===== src/rtl/muldiv_pkg.sv =====
// Shared encodings and helpers for the iterative HI/LO multiply/divide unit.
package muldiv_pkg;

  localparam int unsigned ITER = 32;

  typedef enum logic [1:0] {
    OP_MULT  = 2'b00,
    OP_MULTU = 2'b01,
    OP_DIV   = 2'b10,
    OP_DIVU  = 2'b11
  } op_e;

  typedef enum logic [1:0] {
    IDLE   = 2'b00,
    CALC   = 2'b01,
    ADJUST = 2'b10
  } state_e;

  function automatic logic isSignedOp(input logic [1:0] op);
    return (op == OP_MULT) || (op == OP_DIV);
  endfunction

  function automatic logic [31:0] magnitude(input logic [31:0] v, input logic signedOp);
    return (signedOp && v[31]) ? -v : v;
  endfunction

endpackage


===== src/rtl/muldiv_datapath.sv =====
// Accumulator pair shared by shift-add multiply and restoring divide, plus final sign fix.
module muldiv_datapath
  import muldiv_pkg::*;
(
  input  logic        Clock,
  input  logic        Reset_n,
  input  logic        load,
  input  logic        step,
  input  logic [1:0]  op,
  input  logic [31:0] operandA,
  input  logic [31:0] operandB,
  output logic [31:0] resultHi,
  output logic [31:0] resultLo
);

  op_e         opReg;
  logic [31:0] operand;
  logic [31:0] accHi;
  logic [31:0] accLo;
  logic [31:0] rawA;
  logic        negMain;
  logic        negRem;
  logic        divZero;

  logic        loadSigned;
  logic [31:0] absA;
  logic [31:0] absB;
  logic        isDiv;
  logic [32:0] mulSum;
  logic [32:0] divShift;
  logic        divBit;
  logic [31:0] divRem;
  logic [63:0] product;

  always_comb begin
    loadSigned = isSignedOp(op);
    absA       = magnitude(operandA, loadSigned);
    absB       = magnitude(operandB, loadSigned);
    isDiv      = (opReg == OP_DIV) || (opReg == OP_DIVU);
    mulSum     = {1'b0, accHi} + (accLo[0] ? {1'b0, operand} : '0);
    divShift   = {accHi, accLo[31]};
    divBit     = (divShift >= {1'b0, operand});
    divRem     = divBit ? (divShift[31:0] - operand) : divShift[31:0];
  end

  // Multiply: accHi:accLo is the 64-bit product shifting right, multiplier in accLo.
  // Divide: accHi is the partial remainder, accLo shifts dividend out and quotient in.
  always_ff @(posedge Clock or negedge Reset_n) begin
    if (!Reset_n) begin
      opReg   <= OP_MULT;
      operand <= '0;
      accHi   <= '0;
      accLo   <= '0;
      rawA    <= '0;
      negMain <= 1'b0;
      negRem  <= 1'b0;
      divZero <= 1'b0;
    end else if (load) begin
      opReg   <= op_e'(op);
      rawA    <= operandA;
      negMain <= loadSigned & (operandA[31] ^ operandB[31]);
      negRem  <= loadSigned & operandA[31];
      divZero <= (operandB == '0);
      accHi   <= '0;
      if (op[1]) begin
        operand <= absB;
        accLo   <= absA;
      end else begin
        operand <= absA;
        accLo   <= absB;
      end
    end else if (step) begin
      if (isDiv) begin
        accHi <= divRem;
        accLo <= {accLo[30:0], divBit};
      end else begin
        accHi <= mulSum[32:1];
        accLo <= {mulSum[0], accLo[31:1]};
      end
    end
  end

  // Divide by zero bypasses sign fix so Hi returns the original dividend bits.
  always_comb begin
    product  = {accHi, accLo};
    resultHi = '0;
    resultLo = '0;
    if (!isDiv) begin
      {resultHi, resultLo} = negMain ? -product : product;
    end else if (divZero) begin
      resultHi = rawA;
      resultLo = '1;
    end else begin
      resultLo = negMain ? -accLo : accLo;
      resultHi = negRem ? -accHi : accHi;
    end
  end

endmodule


===== src/rtl/muldiv_unit.sv =====
// HI/LO multiply/divide unit: FSM, iteration counter and architectural HI/LO registers.
module muldiv_unit #(
  parameter int unsigned ITER = muldiv_pkg::ITER
) (
  input  logic        Clock,
  input  logic        Reset_n,
  input  logic        Start,
  input  logic [1:0]  Op,
  input  logic [31:0] OperandA,
  input  logic [31:0] OperandB,
  input  logic        HiWrite,
  input  logic        LoWrite,
  input  logic [31:0] WriteData,
  output logic        Busy,
  output logic        Done,
  output logic [31:0] Hi,
  output logic [31:0] Lo
);

  import muldiv_pkg::*;

  localparam int unsigned CNT_W = $clog2(ITER);
  localparam logic [CNT_W-1:0] LAST = CNT_W'(ITER - 1);

  state_e           state;
  logic [CNT_W-1:0] count;
  logic             load;
  logic             step;
  logic [31:0]      resultHi;
  logic [31:0]      resultLo;

  always_comb begin
    load = (state == IDLE) && Start;
    step = (state == CALC);
  end

  muldiv_datapath datapath (
    .Clock    (Clock),
    .Reset_n  (Reset_n),
    .load     (load),
    .step     (step),
    .op       (Op),
    .operandA (OperandA),
    .operandB (OperandB),
    .resultHi (resultHi),
    .resultLo (resultLo)
  );

  // Start takes priority over MTHI/MTLO in IDLE; strobes are dropped while busy.
  always_ff @(posedge Clock or negedge Reset_n) begin
    if (!Reset_n) begin
      state <= IDLE;
      count <= '0;
      Busy  <= 1'b0;
      Done  <= 1'b0;
      Hi    <= '0;
      Lo    <= '0;
    end else begin
      Done <= 1'b0;
      unique case (state)
        IDLE: begin
          if (Start) begin
            state <= CALC;
            count <= '0;
            Busy  <= 1'b1;
          end else begin
            if (HiWrite) Hi <= WriteData;
            if (LoWrite) Lo <= WriteData;
          end
        end
        CALC: begin
          count <= count + CNT_W'(1);
          if (count == LAST) state <= ADJUST;
        end
        ADJUST: begin
          Hi    <= resultHi;
          Lo    <= resultLo;
          Done  <= 1'b1;
          Busy  <= 1'b0;
          state <= IDLE;
        end
        default: state <= IDLE;
      endcase
    end
  end

endmodule


===== config.mk =====
export PLATFORM = sky130hd
export DESIGN_NAME = muldiv_unit
export DESIGN_NICKNAME = d
export VERILOG_FILES = /design/src/rtl/muldiv_pkg.sv /design/src/rtl/muldiv_datapath.sv /design/src/rtl/muldiv_unit.sv
export SDC_FILE = /design/constraint.sdc
export NUM_CORES = 1
export LEC_CHECK = 0
export ABC_AREA = 1
export ABC_CLOCK_PERIOD_IN_PS = 2670
export CAP_MARGIN = 20
export CORE_AREA = 5 5 266 268
export DETAILED_ROUTE_END_ITERATION = 8
export DIE_AREA = 0 0 271 273
export HOLD_SLACK_MARGIN = 0.03
export SETUP_SLACK_MARGIN = 0.05
export SLEW_MARGIN = 10
export SYNTH_ARGS = -nofsm -noshare
export SYNTH_HDL_FRONTEND = slang
export SYNTH_SLANG_ARGS = --single-unit

===== constraint.sdc =====
create_clock -name Clock -period 2.67 [get_ports Clock]
set_input_delay 0.534 -clock Clock [delete_from_list [all_inputs] [get_ports Clock]]
set_output_delay 0.534 -clock Clock [all_outputs]
set_load 0.02 [all_outputs]

* Yosys cells after proc, flatten, opt, wreduce, memory -nomap -nowiden
Index checks and enable logic that the tools add are counted.
** Word-level totals
- Register bits after elaboration :: 206
- Input bits :: 103
- Output and inout bits :: 66
- Logic and storage cells :: 86
** Cells by class
- Add/subtract/negate cells :: 8
- $lt $le $gt $ge :: 1
- Equal/unequal tests :: 11
- Mux-type cells :: 33
- Bitwise operators :: 3
- Reductions and logical operators :: 16
** Operator list (number)
- 2-to-1 mux 32 bit :: 22
- negator 32 bit :: 4
- one-hot mux 32 bit (2 select lines) :: 2
- 2-to-1 mux 64 bit :: 1
- negator 64 bit :: 1
- adder 32 x 33 -> 33 bit :: 1
- greater-or-equal comparator 33 x 32 -> 1 bit :: 1
- zero test 32 bit :: 1
- subtractor 32 bit :: 1
- != test 2 bit (second input constant) :: 5
- one-hot mux 5 bit (2 select lines) :: 1
- == test 2 bit (second input constant) :: 4
- AND reduction 2 bit :: 3
- AND reduction 3 bit :: 2
- nonzero test 2 bit :: 3
- adder 5 x 1 -> 5 bit (second input constant) :: 1
- == test 5 bit (second input constant) :: 1
- 2-to-1 mux 5 bit :: 1
- zero test 2 bit :: 2
- 2-to-1 mux 2 bit :: 2
- one-hot mux 2 bit (2 select lines) :: 1
- logical AND 1 bit :: 3
- bitwise AND 1 bit :: 2
- == test 2 x 1 -> 1 bit (second input constant) :: 1
- other kinds (4) :: 6

* Depth between registers and ports, before layout
Gate-level depths: netlist (run 1).
- Depth in word-level cells :: 6
- Mapped depth :: 22

* Cells and area by module
From an unflattened synthesis (run 1), not the netlist that was laid out.
** Unflattened totals
- Cells, all modules :: 3510
- Area, all modules :: 20581.0 um2
** By module, submodules not included
- muldiv_datapath :: instances 1, cells each 3008, area an instance 16851.2 um2, seq. area each 3303.2 um2
- muldiv_unit :: instances 1, cells each 502, area an instance 3729.8 um2, seq. area each 1826.8 um2

* Worst setup path after synthesis (run 1)
Ideal clock, no wire load.
- Kind :: reg-to-reg
- Start :: reg datapath.accLo[0]
- End :: reg datapath.accHi[21]
- Setup time :: 0.117 ns
- Arrival time :: 2.481 ns
- Data required time :: 2.553 ns
- Setup slack :: 0.072 ns
- Cell stages (with the launch flop) :: 22
- Buffers on the path :: 2
- Clock period less this slack :: 2.598 ns
- Path through :: dfrtp_1 buf_6 clkbuf_1 nand2_1 inv_1 ha_1 inv_1 fa_1 inv_1 nand2_1 o21ai_1 nand2_1 nand2_1 nand2_1 nand2_1 nand2_1 nand3_1 nand3_1 nand2_1 inv_1 nand2_1 nand2_1
** On the way
- Longest elaborated chain between the ends :: 5
** RTL lines
- from (decl) :: RTL line muldiv_datapath.sv:19 : logic [31:0] accLo;
- from (signal assigned) :: RTL line muldiv_datapath.sv:67 : accLo <= absA;
- from (signal assigned) :: RTL line muldiv_datapath.sv:70 : accLo <= absB;
- from (signal assigned) :: RTL line muldiv_datapath.sv:75 : accLo <= {accLo[30:0], divBit};
- 2-to-1 mux 32 bit :: RTL line muldiv_datapath.sv:40 : mulSum = {1'b0, accHi} + (accLo[0] ? {1'b0, operand} : '0);
- adder 32 x 33 -> 33 bit :: RTL line muldiv_datapath.sv:40
- 2-to-1 mux 32 bit :: RTL line muldiv_datapath.sv:73 : if (isDiv) begin
- 2-to-1 mux 32 bit :: RTL line muldiv_datapath.sv:72 : end else if (step) begin
- 2-to-1 mux 32 bit :: RTL line muldiv_datapath.sv:58 : end else if (load) begin
- to (signal assigned) :: RTL line muldiv_datapath.sv:74 : accHi <= divRem;
- to (signal assigned) :: RTL line muldiv_datapath.sv:77 : accHi <= mulSum[32:1];
- to (decl) :: RTL line muldiv_datapath.sv:18 : logic [31:0] accHi;
Every way passes these cells. The select of a mux whose other input is x is not followed.
A chain may end at the register's enable or synchronous reset.

* Worst setup path after layout (run 1)
- Start :: reg datapath.accLo[0]
- End :: reg datapath.accHi[11]
Same word-level chain as after synthesis.

==> run summary, run 1 <==
gr ovfl total - 0
crit end category - register
clock power share - 9.4%
Num CTS Buffers - 27
Hold Crit Start - Busy
Post-synth ARST share - 100%
routed via count - 25.1k
Int Power - 19.2 mW
largest family of logic cells by synthesized area - simple AND/OR/NAND/NOR gates
number of H-tree levels - 1
placed cell count - 4788
flop and latch count out of synthesis - 205
status - finished, final reports clean
largest net degree at the start of global routing - 80
final hold violations - 0
Core Area - 68100 µm²
Crit path arrival time - 3040 ps
clock latency on the worst-skew pair - 580 ps
wirelength, routed - 104 mm
initial antenna violation count - 1
final setup fails - 0
die height - 273 µm
Adder-Cell Fraction of Synth Area - 4.53%
NetSw - 21.9 mW
worst vdd ir - 0.653 mV
Layout Utilization - 39.9%
fillers - 7343
Rel. slew slack - 50.6%
DPL Wire Length - 85.8 mm
Req. time, crit path - 3170 ps
Power, Total - 41.1 mW
Synth Warn # - 0
R2R Setup Slk - 140 ps
n_diodes - 0
initial core utilization - 29.7%
Synth Area in Simple Gates - 40.3%
layout cells sized above 1 - 15.6%
DRT iter0 DRCs - 2771
share of power burned in registers - 15.9%
FMAX - 395 MHz
post-route antenna net violation count - 0
Syn Nets - 3647
EDFF count, synth - 0
Post-Syn Area - 20200 µm²
vias in the first global route - 23.5k
clk slew on worst S/H paths - 60 ps
first drt pass iteration count - 6
post-route minimum period - 2530 ps
period utilisation layout - 94.8%
max_cap viols - 0
Area Growth Syn to Fin - 34.5%
CP Launch Type - register
Lkg Pwr - 13.2 nW
Least-Margin Pin Slew - 741 ps
synth unique cells - 51
PwrDens - 1510 nW/µm²
Top FF cell, synth - dfrtp_1
CP Class - reg2reg
port buffer count - 168
Placement Rows - 96
post-synthesis sequential area ratio - 25.4%
Crit. Startpoint - datapath.accLo[0]
first-pass GRT wire length - 151 mm
RSZ-0062 raised after global routing - true
mux cell area share after synthesis - 0%
Finished Layout Cells - 4849
max-slew violation total from the final report - 0
fin nets - 4123
# IOs - 169
Cells after Synth - 3472
vias per cell - 5.18
worst-path maximum fanout - 31
post-DR wirelength/cell - 21.4 µm
post-synthesis xor/xnor area fraction - 3.34%
TritonCTS clock tree - built
die width - 271 µm
Clock Tree Buf Depth - 3
Clock Skew - 25.0 ps
RD Place Congestion - 1.04
combinational power share - 74.8%
DRC viols - 0
Syn Area/Cell - 5.82 µm²
clock sinks - 205
Net Sw Frac - 53.2%
All-Layer GR Usage - 26.7%
Synth Area in Compound Gates - 15.6%
Die Area - 74000 µm²
CTS root buf - clkbuf_16
FF-to-FF Start - datapath.accLo[0]
Hold Crit Class - reg2reg
Hold WS - 476 ps
final setup TNS - 0 ps
## critical path, stage by stage, from the launching register on
cell and delay (ps):
dfrtp_1 420, buf_12 180, nand2_1 100, inv_1 40, ha_1 280, a21oi_1 200, o21ai_1 90, buf_4 160
buf_4 150, nand2_2 90, nand3_4 110, nand2_1 80, inv_1 40, o21ai_1 130, nand2_1 110, nand3b_1 190
nand2_1 60
## path summary, 6_finish.rpt
path	endpoint	cells past startpoint
worst max-delay path	datapath.accHi[11]	16
worst min register to register	Busy	2
worst min-delay path	Busy	2
max in group asynchronous	datapath.operand[30]	3
min in group asynchronous	Lo[20]	2
worst max register to register	datapath.accHi[11]	16
## power by group through the flow
stage                     clock network [mW]  registers [mW]  logic (mW)
after floorplan                            0            6.36        15.3
after global placement                     0            6.42        28.7
after detailed placement                   0            6.42        28.7
after CTS                               3.91            6.38        29.0
after global routing                    4.04            6.61        33.3
final                                   3.86            6.52        30.7
## stage by stage
stage               area [µm²]  worst slack (ps)
floorplan                20200              72.3
global placement         25600             -73.1
detailed placement       25600             -80.0
CTS                      26600              22.2
global route             27200             -47.9
finish                   27200               139
## synth_stat cells, types with 8 or more instances
library cell,number,area share [%]
nand2_1,1141,21
nor2_1,435,8.1
inv_1,426,7.9
nand3_1,266,6.6
a21oi_1,234,5.8
o21ai_0,218,5.4
dfrtp_1,205,25
clkbuf_1,94,1.7
ha_1,70,4.3
xor2_1,61,2.6
nand4_1,57,1.8
o211ai_1,38,1.4
nor3_1,34,0.84
buf_2,20,0.50
a31oi_1,17,0.53
o21ai_1,16,0.40
xnor2_1,16,0.69
nand3b_1,12,0.45
a22oi_1,11,0.41
nor2_2,11,0.34
buf_1,8,0.15
o31ai_1,8,0.30
## per-layer routing
metal	vias to the layer above	wire [µm]	track usage (%)
met5	-	13	0
met4	2	5120	10.4
met3	207	7910	4.23
met2	1095	47300	43.8
met1	11710	43300	35.2
li1	12117	-	-
## cell type report
class	count	area [µm²]	share of cell area (%)
Tap cell	882	1100	4.06
Inverter	435	1640	6.03
Sequential cell	205	5140	18.9
Multi-Input combinational cell	2704	13400	49.5
Timing Repair Buffer	575	4900	18.0
Clock inverter	18	225	0.829
Clock buffer	30	717	2.64
## repair_timing
action / in CTS / in global routing
endpoints found under the setup margin: 17 / 41
pin swaps: 1 / 13
hold buffers: 1 / 0
gates resized for setup: 9 / 130
buffers inserted: 2 / 10
hold endpoints to repair: 55 / 0
## cell usage in the layout, fill, tap and decap left out, types with 5 or more instances in the layout
cell	instances
clkbuf_16	27
buf_4	393
nor2_1	418
buf_12	12
nand4_1	57
o31ai_1	8
nor2_4	12
xnor2_1	15
clkinvlp_4	5
o21bai_1	6
o211ai_1	38
xor2_1	61
ha_1	47
o21ai_0	200
o21ai_2	8
nand3_1	259
o21ai_1	29
inv_1	415
inv_2	15
nand3_2	8
clkdlybuf4s50_1	167
clkinv_2	7
nor2_2	21
dfrtp_1	197
a22oi_1	11
a21oi_2	17
dfrtp_2	8
ha_4	19
nand2_1	1112
nand2_2	31
nand3b_1	12
nor3_1	32
a21oi_1	219
a31oi_1	17
o221ai_1	7
## logic make-up (layout without fill, tap and decap cells)
family                   count (synthesis)  count (layout)
AND/OR/NAND/NOR                       1979            1979
AO/OA/AOI/OAI                          576             576
buffers and inverters                  563            1058
flip-flops                             205             205
XOR/XNOR                                77              77
adder cells (fa/ha/maj)                 72              72
## flip-flops by register name, indices dropped and copies added, names as in the netlist
signal            flops
count                 5
datapath.negMain      1
datapath.accLo       32
Busy                  1
datapath.operand     32
datapath.rawA        32
datapath.opReg        1
state                 2
datapath.accHi       32
Hi                   32
Lo                   32
datapath.divZero      1
datapath.negRem       1
Done                  1
Power figures use the tool's default switching activity.
==> run 2: changes to the inputs <==
- CORE_AREA: 5 5 266 268 -> 2 2 263 265
- DIE_AREA: 0 0 271 273 -> 0 0 265 267
==> run summary, run 2 (same netlist as run 1, synthesis figures left out) <==
status - finished, final reports clean
FMAX - 387 MHz (-2.0%)
met3 routed WL - 7.57 mm (-4.4%)
gr ovfl total - 0 (unchanged)
CP Class - reg2reg
final setup TNS - 0 ps (unchanged)
number of H-tree levels - 1 (unchanged)
first drt pass iteration count - 8 (+2)
DPL Wire Length - 84.9 mm (-1.1%)
Finished Layout Cells - 4817 (-0.66%)
FF-to-FF Start - datapath.accLo[0]
final setup fails - 0 (unchanged)
All-Layer GR Usage - 28.3% (+1.7 points)
clock sinks - 205 (unchanged)
Least-Margin Pin Slew - 810 ps (+68.7 ps)
Area Growth Syn to Fin - 33.0%
Num CTS Buffers - 26 (-3.7%)
Rel. slew slack - 45.4% (-5.2 points)
Clock Tree Buf Depth - 3 (unchanged)
Placed Area - 25400 µm² (-0.61%)
Lkg Pwr - 13.0 nW (-1.4%)
max-slew violation total from the final report - 0 (unchanged)
r2r worst-path depth - 16 (unchanged)
period utilisation layout - 96.7% (+1.9 points)
die height - 267 µm (-2.2%)
port buffer count - 168 (unchanged)
R2R Path End - datapath.accHi[26]
RD Place Congestion - 1.02 (-1.9%)
CTS root buf - clkbuf_16
DRT iter0 DRCs - 2639 (-4.8%)
Core Area - 68000 µm² (-0.18%)
largest net degree at the start of global routing - 85 (+6.3%)
FF/Latch Area - 5140 µm² (about the same)
# IOs - 169 (unchanged)
most frequent cells in the layout - nand2_1 (1124), nor2_1 (415), inv_1 (408)
worst vdd ir - 0.586 mV (-10%)
CP Launch Type - register
clock latency on the worst-skew pair - 600 ps (+20 ps)
post-route minimum period - 2580 ps (+51.7 ps)
layout cells sized above 1 - 14.9% (-0.63 points)
vias in the first global route - 23.4k (-0.44%)
post-DR wirelength/cell - 21.4 µm (+0.17%)
footprint of the multi-input gates - 13400 µm² (-0.26%)
placed cell count - 4759 (-0.61%)
Crit path arrival time - 3040 ps (about the same)
fillers - 7496 (+2.1%)
DRC viols - 0 (unchanged)
TritonCTS clock tree - built
Setup crit end - datapath.accHi[26]
max_cap viols - 0 (unchanged)
WL met2 - 46.4 mm (-1.8%)
worst-path maximum fanout - 29 (-6.5%)
die width - 265 µm (-2.2%)
initial core utilization - 29.7% (+0.052 points)
post-route cell area - 26900 µm² (-1.1%)
PwrDens - 1500 nW/µm² (-0.56%)
Req. time, crit path - 3130 ps (-40 ps)
Crit. Startpoint - datapath.accLo[0]
initial antenna violation count - 3 (+2)
Hold Crit Class - reg2reg
clk slew on worst S/H paths - 60 ps (about the same)
Die Area - 70800 µm² (-4.4%)
vias per cell - 5.22 (+0.72%)
final hold violations - 0 (unchanged)
most common cell after layout, fill and taps aside - nand2_1
wire length on met1 - 43.9 mm (+1.5%)
wirelength, routed - 103 mm (-0.49%)
fin nets - 4091 (-0.78%)
Layout Utilization - 39.5% (-0.36 points)
R2R Setup Slk - 90 ps (-50 ps)
routed via count - 25.1k (+0.052%)
crit end category - register
Placement Rows - 96 (unchanged)
post-route antenna net violation count - 0 (unchanged)
DR top layer - met5
first-pass GRT wire length - 150 mm (-0.53%)
RSZ-0062 raised after global routing - true
Clock Skew - 35.3 ps (+10.4 ps)
## run 2: changes by cell type in the layout (fill, tap and decap cells not counted), moves of 6 or more
cell / previous run / this run
nand2_1: 1112 / 1124
inv_2: 15 / 22
a21oi_2: 17 / 25
o21ai_1: 29 / 35
o21ai_0: 200 / 191
buf_4: 393 / 355
nand2_2: 31 / 19
inv_1: 415 / 408
clkbuf_1: 0 / 6
a21oi_1: 219 / 211
## run 2: worst min path at each step
stage | slack, ps | to | start | cells past startpoint
final | 490 | Busy | Busy | 2
after global routing | 520 | Lo[14] | Lo[14] | 2
after CTS | 500 | Lo[14] | Lo[14] | 2
after detailed placement | 480 | Lo[14] | Lo[14] | 2
after global placement | 470 | Lo[14] | Lo[14] | 2
after floorplan | 240 | Busy | Reset_n | 0
## run 2: critical path: stages, from the launching register on
cell	delay [ps]
dfrtp_1	400
buf_12	170
buf_4	150
nand2_1	80
inv_1	70
ha_1	350
buf_4	150
nand2_2	90
nor2_4	160
and2_4	170
inv_1	40
nor2_1	80
nand2_1	80
nand3_1	90
nand3_1	150
nand3_1	150
nand2_1	60
## run 2: cell type report
type	count	area share (%)
diodes	2	0.0186
clock buffers	37	2.76
clock inverters	8	0.377
inverters	435	6.09
multi-input cells	2704	49.9
flip-flops and latches	205	19.1
well taps	882	4.11
repair buffers	544	17.6
## run 2: repair_timing
| item | 4_1_cts | 5_1_grt |
|---|---|---|
| setup buffers | 2 | 8 |
| resized for setup | 7 | 151 |
| pin swaps | 1 | 15 |
| hold buffers | 1 | 0 |
| setup endpoints to repair | 23 | 50 |
| hold endpoints to repair | 54 | 0 |
## run 2: report_power, final
part           switching [mW]  internal (mW)
logic                    18.5           11.8
registers                1.85           4.72
clock network            1.59           2.04
total                    21.9           18.6
## run 2: metal layers
metal | vias to the layer above | GRT usage [%]
met5 | - | 0
met2 | 1106 | 45.7
li1 | 12059 | -
met1 | 11776 | 37.9
met4 | 2 | 12.3
met3 | 201 | 3.82
## run 2: stage by stage
step / worst slack, ps / hold WS (ps) / power [mW]
final: 87.4 / 489 / 40.5
after global placement: -101 / 473 / 34.9
after floorplan: 72.3 / 238 / 21.7
after global routing: -28.2 / 520 / 43.3
after detailed placement: -130 / 480 / 34.9
after CTS: 15.1 / 496 / 38.7
==> run 3: changes to the inputs <==
- CORE_AREA: 2 2 263 265 -> 2 2 265 267
- DIE_AREA: 0 0 265 267 -> 0 0 267 269
- SKIP_LAST_GASP: unset -> 1
- SYNTH_HIERARCHICAL: unset -> 1
==> run summary, run 3 <==
most frequent cells in the layout - nand2_1 (1284), inv_1 (438), nand3_1 (320)
Hold WS - 475 ps (-13.5 ps)
PwrDens - 1430 nW/µm² (-4.7%)
Synth Warn # - 6 (+6)
# IOs - 169 (unchanged)
RD Place Congestion - 1.00 (-1.7%)
Synth area leaders - dfrtp_1 (25%), nand2_1 (24%), inv_1 (8.1%), nand3_1 (7.8%), nor2_1 (5.7%)
layout cells sized above 1 - 14.4% (-0.57 points)
post-synthesis sequential area ratio - 24.9% (-0.46 points)
FMAX - 390 MHz (+0.77%)
Least-Margin Pin Slew - 756 ps (-54.2 ps)
footprint of the multi-input gates - 13500 µm² (+0.76%)
initial core utilization - 29.7% (about the same)
max incr delay on CP - 440 ps (+40 ps)
first drt pass iteration count - 6 (-2)
most area-hungry cell type in the Yosys netlist - dfrtp_1
most common cell after layout, fill and taps aside - nand2_1
port buffer count - 168 (unchanged)
Core Area - 69300 µm² (+1.9%)
Num CTS Buffers - 27 (+3.8%)
flop and latch count out of synthesis - 205 (unchanged)
max_cap viols - 0 (unchanged)
routed via count - 24.6k (-2.3%)
FF/Latch Area - 5160 µm² (+0.44%)
Rel. slew slack - 49.6% (+4.1 points)
die width - 267 µm (+0.75%)
Post-synth top cells - nand2_1 (1299), inv_1 (443), nand3_1 (322)
Placement Rows - 97 (+1.0%)
CP Launch Type - register
kind of cell adding the most delay to the critical path - simple AND/OR/NAND/NOR gates
vias in the first global route - 22.9k (-2.4%)
NetSw - 21.2 mW (-3.4%)
vias per cell - 5.07 (-2.9%)
CTS root buf - clkbuf_16
crit-path most repeated cell - nand2_1
period utilisation layout - 96.0% (-0.74 points)
Lkg Pwr - 13.5 nW (+3.8%)
synth unique cells - 52 (+2.0%)
DRC viols - 0 (unchanged)
Layout Utilization - 38.6% (-0.94 points)
CP cell instances - nor2_1 > nand3_1 > nor2_1 > nand4_1 > nor2_1 > buf_4 > nand2_1 > nand2_1 > a21oi_1 > o21ai_0 > o21ai_0 > nand3_1 > nand2_1 > nand2_1 > nand2_1
status - finished, final reports clean
Placed Area - 25300 µm² (-0.59%)
final hold violations - 0 (unchanged)
Hold Crit Class - in2async
DPL Wire Length - 80.5 mm (-5.2%)
Top FF cell, synth - dfrtp_1
clk slew on worst S/H paths - 60 ps (about the same)
post-route antenna net violation count - 0 (unchanged)
combinational power share - 72.6% (-2.2 points)
grt peak-use layer - met2
first-pass GRT wire length - 143 mm (-4.4%)
clock power share - 9.9% (+0.9 points)
wirelength, routed - 98.2 mm (-4.8%)
die height - 269 µm (+0.75%)
crit end category - register
DRT iter0 DRCs - 2500 (-5.3%)
EDFF count, synth - 0 (unchanged)
largest net degree at the start of global routing - 72 (-15%)
met3 GRT Util - 3.32% (-0.50 points)
RSZ-0062 raised after global routing - true
post-route minimum period - 2560 ps (-19.7 ps)
count leader, synth - nand2_1
Die Area - 71800 µm² (+1.5%)
Net Sw Frac - 55.1% (+1.0 points)
Crit path arrival time - 3040 ps (about the same)
crit path buf inv count - 1 (-4)
Post-synth ARST share - 100% (unchanged)
max-slew violation total from the final report - 0 (unchanged)
final setup fails - 0 (unchanged)
Power, Total - 38.4 mW (-5.2%)
fin nets - 4063 (-0.68%)
Area Growth Syn to Fin - 30.0%
met2 Usage GRT - 41.5% (-4.2 points)
initial antenna violation count - 1 (-2)
CP max-delay cell - dfrtp_1
Clock Tree Buf Depth - 3 (unchanged)
post-DR wirelength/cell - 20.2 µm (-5.5%)
Post-Syn Area - 20600 µm² (+1.9%)
final setup TNS - 0 ps (unchanged)
Syn Nets - 3685 (+1.0%)
Req. time, crit path - 3150 ps (+20 ps)
TritonCTS clock tree - built
number of H-tree levels - 1 (unchanged)
clock latency on the worst-skew pair - 590 ps (about the same)
Int Power - 17.2 mW (-7.3%)
met1 GRT Util - 37.1% (-0.82 points)
CP Class - reg2reg
Clock Skew - 34.3 ps (-1.00 ps)
clock sinks - 205 (unchanged)
Cells after Synth - 3510 (+1.1%)
top cell type's share of synthesized area - 24.9% (-0.46 points)
worst vdd ir - 0.758 mV (+30%)
post-route cell area - 26700 µm² (-0.49%)
share of power burned in registers - 17.5% (+1.3 points)
worst-path maximum fanout - 2 (-93%)
All-Layer GR Usage - 26.6% (-1.8 points)
Syn Area/Cell - 5.86 µm² (+0.75%)
gr ovfl total - 0 (unchanged)
fillers - 7584 (+1.2%)
-- run 3: changes by cell type after synthesis, moves of 13 or more --
cell	before	now
a21oi_1	234	124
buf_4	0	13
nor2_1	435	310
clkbuf_1	94	71
nand3_1	266	322
o221ai_1	7	22
nand2_1	1141	1299
xor2_1	61	79
a21boi_0	1	18
inv_1	426	443
nand4_1	57	36
a31oi_1	17	4
-- run 3: power groups by stage --
stage	clock (mW)	combinational (mW)	sequential, mW
after floorplan	0	15.4	6.36
after global placement	0	26.1	6.58
after detailed placement	0	26.2	6.58
after CTS	3.85	26.4	6.54
after global routing	3.93	30.5	6.80
final	3.78	27.9	6.72
-- run 3: worst paths after layout --
check                      slack [ps]  depth (start not counted)            endpoint                from
max                               110                         15               Hi[1]  datapath/accLo[20]
min                               480                          2               Lo[0]             Reset_n
max reg2reg                       110                         15               Hi[1]  datapath/accLo[20]
min reg2reg                       480                          2              Hi[12]              Hi[12]
max in group asynchronous        1270                          3  datapath/accHi[24]             Reset_n
min in group Clock                480                          2              Hi[12]              Hi[12]
-- run 3: cell families (layout without fill, tap and decap cells) --
kind of cell,Yosys count,count (layout),share of synthesized area (%)
XOR/XNOR,92,92,3.92
flip-flops,205,205,24.9
adder cells (fa/ha/maj),72,72,4.45
AO/OA/AOI/OAI,482,482,13.4
AND/OR/NAND/NOR,2066,2068,41.6
buffers and inverters,593,990,11.6
other,0,1,0
-- run 3: cell type report --
class	count	share of cell area [%]
repair buffers	485	16.0
clock buffers	34	2.77
diodes	1	0.00935
clock inverters	16	0.608
multi-input cells	2714	50.5
inverters	455	6.40
flip-flops and latches	205	19.3
well taps	940	4.40
-- run 3: layer usage --
| layer | share of wire, % | vias up |
|---|---|---|
| li1 | - | 11952 |
| met1 | 44 | 11346 |
| met2 | 44 | 1100 |
| met3 | 7.8 | 180 |
| met4 | 4.4 | 0 |
| met5 | 0 | - |
-- run 3: timing repair --
item,in CTS,in global routing
buffers inserted,0,8
cloned,0,2
pin swaps,0,15
hold buffers,1,0
hold endpoints to repair,42,0
endpoints found under the setup margin,2,62
gates resized for setup,2,149
-- run 3: per-stage QoR --
step / cells / worst slack [ps]
6_report: 4850 / 107
5_1_grt: 4850 / 10.3
4_1_cts: 4839 / 55.0
3_5_place_dp: 4788 / -104
3_3_place_gp: 4788 / -125
2_1_floorplan: 3510 / 363
